<file path="config.mk">
export PLATFORM = sky130hd
export DESIGN_NAME = fetch_queue
export DESIGN_NICKNAME = d
export VERILOG_FILES = /design/src/rtl/fetch_queue.sv
export SDC_FILE = /design/constraint.sdc
export NUM_CORES = 1
export LEC_CHECK = 0
export ABC_CLOCK_PERIOD_IN_PS = 3600
export CAP_MARGIN = 20
export CORE_MARGIN = 4
export CORE_UTILIZATION = 48
export CTS_BUF_LIST = sky130_fd_sc_hd__clkbuf_8
export CTS_CLUSTER_DIAMETER = 80
export CTS_CLUSTER_SIZE = 28
export DETAILED_ROUTE_END_ITERATION = 12
export MAX_ROUTING_LAYER = met4
export PLACE_DENSITY = 0.71
export SYNTH_ARGS = -nofsm -noshare
export SYNTH_HDL_FRONTEND = slang
export SYNTH_SLANG_ARGS = --single-unit
</file>
<file path="constraint.sdc">
create_clock -name clk -period 3.6 [get_ports clk]
set_input_delay 0.36 -clock clk [delete_from_list [all_inputs] [get_ports clk]]
set_output_delay 0.36 -clock clk [all_outputs]
set_load 0.1 [all_outputs]
</file>
<file path="src/rtl/fetch_queue.sv">
// fetch_queue: PC generator plus a DEPTH-entry prefetch queue of {instr, pc, tag}.
// Fetches from a 1-cycle-latency instruction memory and hands instructions to
// decode over a valid/ready handshake. A redirect flushes the queue and any
// in-flight fetch, reloads the PC and advances the tag.
module fetch_queue #(
  parameter logic [31:0] START_ADDRESS = 32'h0000_0000,
  parameter int unsigned DEPTH         = 4,
  parameter int unsigned TAG_W         = 4
) (
  input  logic             clk,
  input  logic             reset,
  input  logic             redirect,
  input  logic [31:0]      redirect_pc,
  output logic             i_req,
  output logic [31:0]      i_address,
  input  logic [31:0]      i_rdata,
  output logic             out_valid,
  input  logic             out_ready,
  output logic [31:0]      out_instr,
  output logic [31:0]      out_pc,
  output logic [TAG_W-1:0] out_tag
);

  localparam int unsigned PTR_W = (DEPTH > 1) ? $clog2(DEPTH) : 1;
  localparam int unsigned CNT_W = $clog2(DEPTH + 1);
  localparam logic [PTR_W-1:0] LAST_PTR  = PTR_W'(DEPTH - 1);
  localparam logic [CNT_W-1:0] DEPTH_CNT = CNT_W'(DEPTH);

  typedef struct packed {
    logic [31:0]      instr;
    logic [31:0]      pc;
    logic [TAG_W-1:0] tag;
  } entry_t;

  logic [31:0]      pc_q, pc_d;
  logic [TAG_W-1:0] tag_q, tag_d;
  logic             inflight_q, inflight_d;
  logic [31:0]      inflight_pc_q, inflight_pc_d;
  logic [PTR_W-1:0] head_q, head_d;
  logic [PTR_W-1:0] tail_q, tail_d;
  logic [CNT_W-1:0] count_q, count_d;
  entry_t           mem_q [DEPTH];

  logic             issue;
  logic             push;
  logic             pop;
  logic             not_empty;
  logic [CNT_W:0]   credits_used;
  entry_t           head_entry;

  // Pointer advance that wraps at DEPTH, so non-power-of-two depths work too.
  function automatic logic [PTR_W-1:0] ptr_inc(input logic [PTR_W-1:0] p);
    return (p == LAST_PTR) ? '0 : p + PTR_W'(1);
  endfunction

  // Credit check: every queued entry and the one outstanding fetch hold a slot,
  // so a response always finds room and the queue can never overflow.
  assign credits_used = {1'b0, count_q} + {{CNT_W{1'b0}}, inflight_q};

  // NOTE: the request is also masked by the asynchronous reset input itself, so
  // imem sees no fetch while reset is held even though the queue looks empty.
  assign issue     = reset && !redirect && (credits_used < {1'b0, DEPTH_CNT});
  assign not_empty = (count_q != '0);
  assign push      = inflight_q && !redirect;
  assign pop       = out_valid && out_ready;

  assign i_req      = issue;
  assign i_address  = pc_q;
  assign head_entry = mem_q[head_q];
  assign out_valid  = not_empty && !redirect;
  assign out_instr  = not_empty ? head_entry.instr : '0;
  assign out_pc     = not_empty ? head_entry.pc    : '0;
  assign out_tag    = not_empty ? head_entry.tag   : '0;

  // Next-state logic for PC, tag, in-flight tracking and queue pointers.
  always_comb begin
    // NOTE: every output of this block gets a default first, so no path can
    // leave a signal unassigned and infer a latch.
    pc_d          = pc_q;
    tag_d         = tag_q;
    inflight_d    = inflight_q;
    inflight_pc_d = inflight_pc_q;
    head_d        = head_q;
    tail_d        = tail_q;
    count_d       = count_q;

    if (redirect) begin
      // Redirect wins over everything: drop the queue and the response arriving now.
      pc_d       = redirect_pc & 32'hFFFF_FFFC;
      tag_d      = tag_q + TAG_W'(1);
      inflight_d = 1'b0;
      head_d     = '0;
      tail_d     = '0;
      count_d    = '0;
    end else begin
      inflight_d = issue;
      if (issue) begin
        pc_d          = pc_q + 32'd4;
        inflight_pc_d = pc_q;
      end
      if (push) tail_d = ptr_inc(tail_q);
      if (pop)  head_d = ptr_inc(head_q);
      unique case ({push, pop})
        2'b10:   count_d = count_q + CNT_W'(1);
        2'b01:   count_d = count_q - CNT_W'(1);
        default: count_d = count_q;
      endcase
    end
  end

  // Control state registers with asynchronous active-low reset.
  always_ff @(posedge clk or negedge reset) begin
    // NOTE: sequential state uses non-blocking assignments so every register
    // samples the pre-edge values regardless of statement order.
    if (!reset) begin
      pc_q          <= START_ADDRESS;
      tag_q         <= '0;
      inflight_q    <= 1'b0;
      inflight_pc_q <= '0;
      head_q        <= '0;
      tail_q        <= '0;
      count_q       <= '0;
    end else begin
      pc_q          <= pc_d;
      tag_q         <= tag_d;
      inflight_q    <= inflight_d;
      inflight_pc_q <= inflight_pc_d;
      head_q        <= head_d;
      tail_q        <= tail_d;
      count_q       <= count_d;
    end
  end

  // Queue storage write at the tail when the fetch response arrives.
  always_ff @(posedge clk) begin
    // NOTE: the storage array is deliberately not reset; outputs are forced to
    // zero whenever the queue is empty, so stale contents are never visible.
    if (push) begin
      mem_q[tail_q] <= '{instr: i_rdata, pc: inflight_pc_q, tag: tag_q};
    end
  end

endmodule

</file>
==> qor.yml <==
num_vias: 7400
cap_violations: 0
hpwl_mm: 17.2
clkLatencyLatePin_ns: 0.56
yosysTopAreaCellShare: 0.583
critPathTopFamily: "flip-flops"
required_ns: 3.24
synthTopCellsByArea: "edfxtp_1 58%, dfrtp_1 13%, mux4_2 11%"
hold_slack_ns: 0.123
max_freq_mhz: 331
crit_arrival_ns: 2.66
grt_pass1_wl_mm: 42.9
slew_viol_final: 0
start_kind: "flop"
initial_core_util: 0.488
synthCells: 818
grt_antenna_before_repair: 1
slowest_delay_ns: 0.83
io_pins: 170
die_height_um: 176
cts.sinks: 336
rows: 61
dieArea_mm2: 0.0311
grt_usage: 0.180
yosys_warnings: 0
crit_chain: "buf_12, mux4_2, and2_1, buf_4"
critPathKind: "flop to primary output"
cellPowerDensity_mw_per_mm2: 794
timing.setup.tns_ns: 0
h-tree-depth: 1
io_buffers: 163
grt_pass1_vias: 7673
path_buf_inv: 2
status: "finished, final reports clean"
drive_gt1_frac: 0.200
synth.avg_cell_area_um2: 16.6
firstDrtPassIters: 4
cp_slowest_cell: "dfrtp_4"
worst_ir_drop_vdd_v: 0.000545
worst_slew_pin_slew_ns: 1.04
setup_viol: 0
root_buffer: "clkbuf_8"
leakagePower_nw: 5.63
place_congestion: 0.810
fin_worst_skew_ns: 0.0254
netlist_top_cells_count: "264 x edfxtp_1, 109 x nand2_1, 75 x and2_1"
period_minus_slack_ns: 3.02
antenna_left: 0
netlist_area_mm2: 0.0136
yosysTopAreaCell: "edfxtp_1"
gr-total-overflow: 0
synth_edf_count: 264
num-nets-final: 1045
drt_iter0_markers: 509
seq_area_frac_synth: 0.715
grt_max_degree: 69
hold_viol: 0
ys_types: 49
area_growth_pct: 16.5
report.power.total_w: 0.0126
ys_ff_latch: 336
place_ws_ns: 0.973
die_w_um: 176
rsz0062_at_grt: "no"
relSlewSlack: 0.304
cts_tree: "yes"
cts_buffer_depth: 3
synth_most_common_cell: "edfxtp_1"
clk_pin_slew_ns: 0.16
cp_max_fo: 25
vias_per_cell: 5.45
fin_crit_sh: 0.838
drc: 0
end_kind: "primary output"
totalWireLength_mm: 27.6
synthArstFlopShare: 0.214
synthFlopType: "edfxtp_1"
setup_slack_ns: 0.583
fp.coreArea_mm2: 0.0279
hold_class: "primary input to asynchronous set/reset pin"
numCtsBuffers: 16
routedWlPerCell_um: 20.3
[worst register-to-register path, delay by kind of cell, from the launching register on]
| kind | cells | cell delay [ns] |
|---|---|---|
| adders and majority gates | 1 | 0.38 |
| AOI/OAI and AO/OA | 1 | 0.11 |
| and+or+nand+nor | 5 | 1.56 |
| DFF | 1 | 0.45 |
[flip-flops by register name (all words and copies together) (netlist names)]
| signal | cells |
|---|---|
| tag_q | 4 |
| head_q | 2 |
| i_address | 30 |
| mem_q | 264 |
| count_q | 3 |
| inflight_pc_q | 30 |
| tail_q | 2 |
| inflight_q | 1 |
[kinds of logic (layout without fill, tap and decap cells)]
family	after synthesis	count (layout)	share of synthesized area
DFF	336	336	0.715
and+or+nand+nor	271	271	0.105
muxes	71	71	0.113
AOI/OAI and AO/OA	63	63	0.0307
buffers and inverters	58	217	0.0211
xor gates and xnor gates	11	11	0.00763
adders and majority gates	7	7	0.00699
other	1	5	0.000276
[cells in the final DEF (no fill, tap or decap), types with 8 or more instances in the layout]
cell type        netlist  layout
inv_1                 11      18
nand4_1               16      16
edfxtp_1             264     264
buf_12                 0       8
nand3_1               20      20
o21ai_0               21      21
nand2_1              109     109
a21oi_1                8       8
dfrtp_1               72      70
clkdlybuf4s50_1        0      93
o211ai_1              12      12
clkbuf_8               1      19
and2_1                75      71
nor2_1                19      19
buf_4                  8      73
mux4_2                66      66
[final cells by class]
class,count,area [um2]
Antenna cell,1,2.50
Clock buffer,19,262
Clock inverter,9,53.8
Fill cell,2204,12000
Inverter,12,45.0
Multi-Input combinational cell,427,3610
Sequential cell,336,9740
Tap cell,378,473
Timing Repair Buffer,177,1670
[routing by layer]
metal | routed length, um | GRT usage | share of wire
met1 | 12100 | 0.252 | 0.44
met2 | 13500 | 0.289 | 0.49
met3 | 1640 | 0.0278 | 0.060
met4 | 403 | 0.0351 | 0.015
met5 | 0 | - | 0
[final timing paths]
kind                       slack (ns)                     startpoint                             to  cells after the start
hold reg to reg                  0.51  inflight_pc_q[26]$_DFFE_PN0P_         mem_q[3][30]$_DFFE_PP_                      0
setup / recovery                 0.58          head_q[0]$_DFFE_PN0P_                     out_pc[10]                      4
max in group asynchronous        2.30                          reset          head_q[0]$_DFFE_PN0P_                      3
min in group clk                 0.27                       redirect          head_q[1]$_DFFE_PN0P_                      2
setup reg to reg                 0.99         count_q[1]$_DFFE_PN0P_         count_q[2]$_DFFE_PN0P_                      7
hold / removal                   0.12                          reset  inflight_pc_q[22]$_DFFE_PN0P_                      2
[per-stage QoR]
step | std cells | cell area [um2] | util
5_1_grt | 1359 | 15800 | 0.569
6_report | 1359 | 15800 | 0.569
2_1_floorplan | 821 | 13600 | -
4_1_cts | 1358 | 15800 | 0.569
3_5_place_dp | 1329 | 15500 | 0.557
3_3_place_gp | 1328 | 15500 | 0.557
[power breakdown]
part | internal, W | leakage (nW) | switching [W] | total (W)
logic | 0.00153 | 2.15 | 0.00438 | 0.00591
clock network | 0.000509 | 0.187 | 0.00111 | 0.00162
registers | 0.00464 | 3.29 | 0.000418 | 0.00506
total | 0.00668 | 5.63 | 0.00590 | 0.0126
[repair_timing]
item                      CTS  global route
buffers inserted            0             0
gates resized for setup     0             0
hold buffers                1             0
hold endpoints to repair    4             0
No activity file was read; power rests on OpenSTA's default activity.
